<file path="src/rtl/mult_feeder.sv">
// Operand feeder for a multi-cycle signed 3x3 multiplier: buffers {m,q} pairs in a
// FIFO, issues them one at a time, captures the product and guards each call with a watchdog.
module mult_feeder #(
  parameter int DEPTH   = 4,
  parameter int TIMEOUT = 15
) (
  input  logic       clk,
  input  logic       reset,
  input  logic       in_valid,
  output logic       in_ready,
  input  logic [2:0] in_m,
  input  logic [2:0] in_q,
  output logic [2:0] M_mult,
  output logic [2:0] Q_mult,
  output logic       start_mul,
  input  logic [5:0] Result_mul,
  input  logic       fin,
  output logic       out_valid,
  input  logic       out_ready,
  output logic [5:0] out_result,
  output logic       out_err,
  output logic       busy,
  output logic [1:0] dbg_state
);

  // Handshakes: a transfer happens on a rising edge where valid && ready are both
  // high; valid never waits on ready, and the offered data is held until the transfer.

  localparam int AW = (DEPTH > 1) ? $clog2(DEPTH) : 1;
  localparam logic [AW:0] FULL_CNT = (AW+1)'(DEPTH);
  localparam logic [7:0] TO = 8'(TIMEOUT);

  typedef enum logic [1:0] {
    IDLE  = 2'd0,
    ISSUE = 2'd1,
    WAIT  = 2'd2
  } state_t;

  state_t        state_q, state_d;

  logic [5:0]    mem_q [DEPTH];
  logic [AW-1:0] wr_ptr_q, rd_ptr_q;
  logic [AW:0]   count_q;
  logic          full, empty, push, pop;
  logic [5:0]    head;

  logic [2:0]    m_q, m_d, q_q, q_d;
  logic [7:0]    wd_q, wd_d;
  logic          ov_q, ov_d;
  logic [5:0]    res_q, res_d;
  logic          err_q, err_d;

  assign full  = (count_q == FULL_CNT);
  assign empty = (count_q == '0);
  // No bypass: a full FIFO refuses a pair even if the head is leaving this cycle.
  assign push  = in_valid && !full;
  assign head  = mem_q[rd_ptr_q];

  always_ff @(posedge clk) begin
    if (push) begin
      mem_q[wr_ptr_q] <= {in_m, in_q};
    end
  end

  always_ff @(posedge clk or posedge reset) begin
    if (reset) begin
      wr_ptr_q <= '0;
      rd_ptr_q <= '0;
      count_q  <= '0;
    end else begin
      if (push) begin
        wr_ptr_q <= wr_ptr_q + AW'(1);
      end
      if (pop) begin
        rd_ptr_q <= rd_ptr_q + AW'(1);
      end
      case ({push, pop})
        2'b10:   count_q <= count_q + (AW+1)'(1);
        2'b01:   count_q <= count_q - (AW+1)'(1);
        default: count_q <= count_q;
      endcase
    end
  end

  always_ff @(posedge clk or posedge reset) begin
    if (reset) begin
      state_q <= IDLE;
      m_q     <= '0;
      q_q     <= '0;
      wd_q    <= '0;
      ov_q    <= 1'b0;
      res_q   <= '0;
      err_q   <= 1'b0;
    end else begin
      state_q <= state_d;
      m_q     <= m_d;
      q_q     <= q_d;
      wd_q    <= wd_d;
      ov_q    <= ov_d;
      res_q   <= res_d;
      err_q   <= err_d;
    end
  end

  always_comb begin
    state_d   = state_q;
    pop       = 1'b0;
    start_mul = 1'b0;
    m_d       = m_q;
    q_d       = q_q;
    wd_d      = wd_q;
    ov_d      = ov_q;
    res_d     = res_q;
    err_d     = err_q;

    if (ov_q && out_ready) begin
      ov_d = 1'b0;
    end

    case (state_q)
      IDLE: begin
        // Only issue when the result slot is free or being drained this cycle.
        if (!empty && (!ov_q || out_ready)) begin
          pop     = 1'b1;
          m_d     = head[5:3];
          q_d     = head[2:0];
          state_d = ISSUE;
        end
      end
      ISSUE: begin
        start_mul = 1'b1;
        wd_d      = '0;
        state_d   = WAIT;
      end
      WAIT: begin
        if (fin) begin
          res_d   = Result_mul;
          ov_d    = 1'b1;
          state_d = IDLE;
        end else if (wd_q + 8'd1 == TO) begin
          wd_d    = TO;
          err_d   = 1'b1;
          state_d = IDLE;
        end else begin
          wd_d = wd_q + 8'd1;
        end
      end
      default: begin
        state_d = IDLE;
      end
    endcase
  end

  assign in_ready   = !full;
  assign M_mult     = m_q;
  assign Q_mult     = q_q;
  assign out_valid  = ov_q;
  assign out_result = res_q;
  assign out_err    = err_q;
  assign busy       = (state_q != IDLE) || !empty;
  assign dbg_state  = state_q;

endmodule

</file>
<file path="config.mk">
export PLATFORM = sky130hd
export DESIGN_NAME = mult_feeder
export DESIGN_NICKNAME = d
export VERILOG_FILES = /design/src/rtl/mult_feeder.sv
export SDC_FILE = /design/constraint.sdc
export NUM_CORES = 1
export LEC_CHECK = 0
export BUFFER_PORTS_ARGS = -buffer_cell sky130_fd_sc_hd__buf_2
export CAP_MARGIN = 10
export CORE_ASPECT_RATIO = 0.7
export CORE_UTILIZATION = 50
export DETAILED_ROUTE_END_ITERATION = 10
export PLACE_DENSITY = 0.71
export SYNTH_ARGS = -nofsm -noshare
export SYNTH_HDL_FRONTEND = slang
export SYNTH_SLANG_ARGS = --single-unit
</file>
<file path="constraint.sdc">
create_clock -name clk -period 5.9 [get_ports clk]
set_clock_uncertainty 0.1 [all_clocks]
set_input_delay 0.59 -clock clk [delete_from_list [all_inputs] [get_ports clk]]
set_output_delay 0.59 -clock clk [all_outputs]
set_load 0.01 [all_outputs]
</file>
# Word-level counts from Yosys, hierarchy flattened
# Memories as Yosys holds them, arrays and structs flattened. A register that Yosys moved wholly into a read port is not among the register bits.
# Cells that the tools add are included.
# classes
add_sub_neg	5
muxes	16
reduce_logical	18
bitwise	1
n_eq_ne	9
# op_table
op	count
$mux 8	2
$pmux 8 s2	1
$add 8x1->8 const B	1
$eq 8x4->1 const B	1
$mux 1	8
$reduce_and 2->1	4
$mux 2	3
$pmux 2 s3	1
$pmux 3 s2	1
$reduce_bool 2->1	3
$add 2x1->2 const B	2
$eq 2x1->1 const B	2
$eq 2x2->1 const B	2
$ne 2x2->1 const B	2
$add 3x1->3 const B	1
$eq 3x3->1 const B	1
$logic_and 1x1->1	3
$logic_not 1->1	3
$logic_not 3->1	1
$ne 3x3->1 const B	1
$reduce_and 3->1	1
$sub 3x1->3 const B	1
$logic_not 2->1	1
$logic_or 1x1->1	2
$not 1->1	1
# totals
register_bits	25
word_cells	58
output_inout_bits	19
ram_bits	24
n_memories	1
inputBits	17
# memory_table
name	words	width	read_ports	rd_ports_with_merged_regs	wr	line_no	rtl
mem_q	4	6	1	1	1	41	logic [5:0] mem_q [DEPTH];

# Depth between registers and ports, before layout
# logic_depth
depth_word	7
depth_mapped	10
depth_no_buf	10

# Worst setup path before layout
# OpenSTA, ideal clock, no wires.
# synth_timing
kind	input to register
start	input out_ready
end	register count_q[2]
t_arrival_ps	2006
required_time_ps	5721
path_buffers	1
cell_stages	9
setup_slack_ps	3715
setup_time_ps	79
path_cell_list	nand2b_1 -> and3b_1 -> buf_2 -> ha_1 -> inv_1 -> fa_1 -> xor2_1 -> nor2_1 -> xor2_1
# synth_via
elab_chain_cells	6
elab_cells_between_ends	8
classes_between	eq/ne (2); mux (3); reduce/logical (3)
# synth_rtl
item	line_no	rtl
start: declaration	19	input logic out_ready,
$logic_or 1x1->1 (*)	123	if (!empty && (!ov_q || out_ready)) begin
$logic_and 1x1->1 (*)	123	
$mux 1 (*)	123	
$mux 1 (*)	120	case (state_q)
via pop	44	logic full, empty, push, pop;
$eq 2x1->1 / $eq 2x2->1 (equally long branches)	77	case ({push, pop})
$pmux 3 s2 / $reduce_bool 2->1 (equally long branches)	n/a	
end signal: assignment	78	2'b10: count_q <= count_q + (AW+1)'(1);
end signal: assignment	79	2'b01: count_q <= count_q - (AW+1)'(1);
end signal: assignment	80	default: count_q <= count_q;
end: declaration	43	logic [AW:0] count_q;
# Mark *: on every way through the listed nets, which the timed path passes. The rest lies on a longest branch.
# A chain may end at the register's enable or synchronous reset.

# Worst setup path in the final report
# layout_timing
start	register state_q[0], in the netlist dbg_state[0]
end	register count_q[2]
# layout_via
elab_chain_cells	4
elab_cells_between_ends	6
classes_between	eq/ne (2); mux (2); reduce/logical (2)
# layout_rtl
item	line_no	rtl
start: declaration	39	state_t state_q, state_d;
start signal: assignment	95	state_q <= state_d;
$logic_not 2->1 (*)	120	
$mux 1 (*)	120	
$eq 2x1->1 / $eq 2x2->1 (equally long branches)	77	
$pmux 3 s2 / $reduce_bool 2->1 (equally long branches)	n/a	
# Mark *: on every way between the ends. The rest lies on a longest branch, timed or not.

==> results.sh <==
export IMPL_tightest_slew_ps=600.5
export IMPL_rows=20
export IMPL_ant_nets=0
export IMPL_pre_cts_slack_ps=3360
export IMPL_status="finished with violations"
export IMPL_die_h_um=59.43
export IMPL_viasPerCell=5.609
export IMPL_cts_buffers_inserted=5
export IMPL_setup_slack_ps=3501
export IMPL_worstReg2RegEnd="count_q[2]$_DFFE_PP0P_"
export IMPL_yosysWarnings=0
export IMPL_crit_fanout=9
export IMPL_setup_viol=0
export IMPL_period_share_pct=40.65
export IMPL_dieArea_um2=4995
export IMPL_max_slew_margin_pct=59.88
export IMPL_grt_pass1_wl_um=6851
export IMPL_p_sw_mw=0.4275
export IMPL_grt_pass1_vias=1479
export IMPL_start_util_pct=53.19
export IMPL_placed_cells=248
export IMPL_synthTopCellsByArea="dfrtp_1 33%, edfxtp_1 31%, mux2_2 6.2%"
export IMPL_tritoncts="yes"
export IMPL_clkPwrFrac_pct=16.6
export IMPL_grtUsageMet2_pct=30.80
export IMPL_drtIter0Drc=116
export IMPL_yosysSeqAreaShare_pct=63.52
export IMPL_firstDrtPassIters=7
export IMPL_violations="DRC"
export IMPL_syn_area_per_cell_um2=14.54
export IMPL_track_usage_pct=18.50
export IMPL_yosysTopAreaCell="dfrtp_1"
export IMPL_use_met3_pct=5.014
export IMPL_drc=10
export IMPL_total_power_mw=1.277
export IMPL_drv_cap=0
export IMPL_sw_frac_of_total_pct=33.48
export IMPL_combPwrFrac_pct=35.6
export IMPL_place_congestion=0.8201
export IMPL_ir_worst_vdd_mv=0.2034
export IMPL_cts_resized=0
export IMPL_synth_seq_cells=55
export IMPL_diodes=0
export IMPL_yosys_most_used_dff="dfrtp_1"
export IMPL_postSynth_asyncResetShare_pct=56.36
export IMPL_whs_ps=263.1
export IMPL_layout_nets=225
export IMPL_synth_edf_count=24
export IMPL_synth_nets=187
export IMPL_setup_tns_ps=0
export IMPL_grt_overflow=0
export IMPL_antenna_found_initial=0
export IMPL_leakage_nw=1.169
export IMPL_seqPwrFrac_pct=47.8
export IMPL_syn_area_um2=2356
export IMPL_place_detailed_hpwl_um=3054
export IMPL_power_internal_mw=0.8495
export IMPL_cts_root_buf="clkbuf_8"
export IMPL_post_cts_repair_setup_buffers=0
export IMPL_drive_gt1_share_pct=31.34
export IMPL_arrival_ps=2530
export IMPL_hold_viol_final=0
export IMPL_io_buffers=35
export IMPL_clk_pin_slew_ps=100
export IMPL_grt_max_degree=32
export IMPL_vias=1436
export IMPL_clock_path_buffers=2
export IMPL_clkSinkCount=55
export IMPL_die_x_um=84.05
export IMPL_coreArea_um2=4429
export IMPL_worstSetupEndpointType="register"
export IMPL_critical_path_class="register to register"
export IMPL_netlist_instances=162
export IMPL_rrSetupSlack_ps=3500
export IMPL_clk_latency_ps=300
export IMPL_synth_distinct_cells=35
export IMPL_synth_top_cell_area_share_pct=32.93
export IMPL_fmax_mhz=416.9
export IMPL_start_kind="register"
export IMPL_rsz0062_at_grt="no"
export IMPL_hold_buffers=0
export IMPL_r2r_start="dbg_state[0]$_DFFE_PP0P_"
export IMPL_area_growth_pct=13.75
export IMPL_slew_viol_final=0
export IMPL_grt_use_met1_pct=23.91
export IMPL_hold_class="input port to asynchronous set/reset pin"
export IMPL_wirelength_um=4127
export IMPL_routedWlPerCell_um=16.12
export IMPL_io_pins=36
export IMPL_min_period_ps=2399
export IMPL_htree_levels=2
export IMPL_r2r_cells=8
export IMPL_power_density_nw_per_um2=476.5
export IMPL_final_cells=256
export IMPL_grt_busiest_layer="met2"
export IMPL_fill_cells=355
export IMPL_worst_ep_required_time_ps=6030
-- cells in the mapped netlist (2+ instances only) --
library cell   n
dfrtp_1       31
edfxtp_1      24
mux2_2        13
nand2_1       10
inv_1          9
o21ai_0        9
ha_1           7
mux4_2         6
xor2_1         6
and3_1         5
nand3_1        5
nor2_1         4
buf_2          3
xnor2_1        3
a21o_1         2
and3b_1        2
mux2i_1        2
nand2b_1       2
nor2b_1        2
nor3_1         2
-- stage by stage --
step | area, µm² | utilization (%)
global route | 2680 | 60.51
finish | 2680 | 60.51
CTS | 2680 | 60.51
floorplan | 2356 | -
global placement | 2585 | 58.36
detailed placement | 2585 | 58.36
-- cells in the final DEF (no fill, tap or decap) --
cell	instances
a21o_1	2
a22o_1	1
a31oi_1	1
and2_1	1
and3_1	5
and3b_1	2
buf_2	35
buf_4	1
clkbuf_1	1
clkbuf_8	6
clkinv_4	1
dfrtp_1	31
edfxtp_1	24
fa_1	1
ha_1	7
inv_1	9
mux2_2	13
mux2i_1	2
mux4_2	6
nand2_1	10
nand2b_1	2
nand3_1	5
nand3b_1	1
nand4_1	1
nand4b_1	1
nor2_1	4
nor2b_1	2
nor3_1	2
nor3_2	1
nor3b_1	1
nor4_1	1
o21ai_0	9
o21bai_1	1
o311a_1	1
or3b_1	1
xnor2_1	3
xor2_1	6
-- flip-flops by register name, summed over array words and instances, names as in the netlist --
register,count
wr_ptr_q,2
mem_q,24
count_q,3
wd_q,8
dbg_state,2
out_valid,1
rd_ptr_q,2
Q_mult,3
M_mult,3
out_result,6
out_err,1
-- how the worst max path moves through the flow --
stage                                         from                      to
after floorplan                          out_ready  count_q[2]$_DFFE_PP0P_
after global placement                   out_ready  count_q[2]$_DFFE_PP0P_
after detailed placement                 out_ready  count_q[2]$_DFFE_PP0P_
after CTS                 dbg_state[0]$_DFFE_PP0P_  count_q[2]$_DFFE_PP0P_
after global routing      dbg_state[1]$_DFFE_PP0P_  count_q[2]$_DFFE_PP0P_
final                     dbg_state[0]$_DFFE_PP0P_  count_q[2]$_DFFE_PP0P_
-- final cells by class --
class / count / area [µm²] / share of cell area, %
clock buffer: 7 / 86.33 / 3.221
clock inverter: 1 / 8.758 / 0.3268
inverter: 9 / 33.78 / 1.261
multi-input combinational: 93 / 803.3 / 29.97
sequential: 55 / 1496 / 55.84
tap: 55 / 68.82 / 2.568
timing repair buffer: 36 / 182.7 / 6.816
-- cells by family after synthesis --
| group | share of synthesized area [%] |
|---|---|
| XOR/XNOR | 3.346 |
| adder cells (fa/ha/maj) | 4.567 |
| multiplexers | 12.80 |
| flip-flops | 63.52 |
| AND/OR/NAND/NOR | 9.454 |
| buffers and inverters | 2.389 |
| AO/OA/AOI/OAI | 3.930 |
-- worst max-delay path, stage by stage (launching register included) --
cell	delay [ps]
dfrtp_1	470
nor2_1	170
and3b_1	450
ha_1	270
inv_1	60
fa_1	380
xor2_1	160
nor2_1	110
xor2_1	150
-- routing by layer --
layer | wire length (µm) | vias to the layer above
met3 | 193 | 6
met1 | 1910 | 729
met5 | 0 | -
met4 | 45 | 0
li1 | - | 660
met2 | 1977 | 41
-- power groups by stage --
stage,Clock (mW),Sequential (mW),Combinational (mW)
6_report,0.212,0.610,0.455
3_5_place_dp,0,0.621,0.462
5_1_grt,0.231,0.628,0.511
4_1_cts,0.217,0.613,0.463
3_3_place_gp,0,0.612,0.439
2_1_floorplan,0,0.606,0.328
Power figures use the tool's default switching activity.
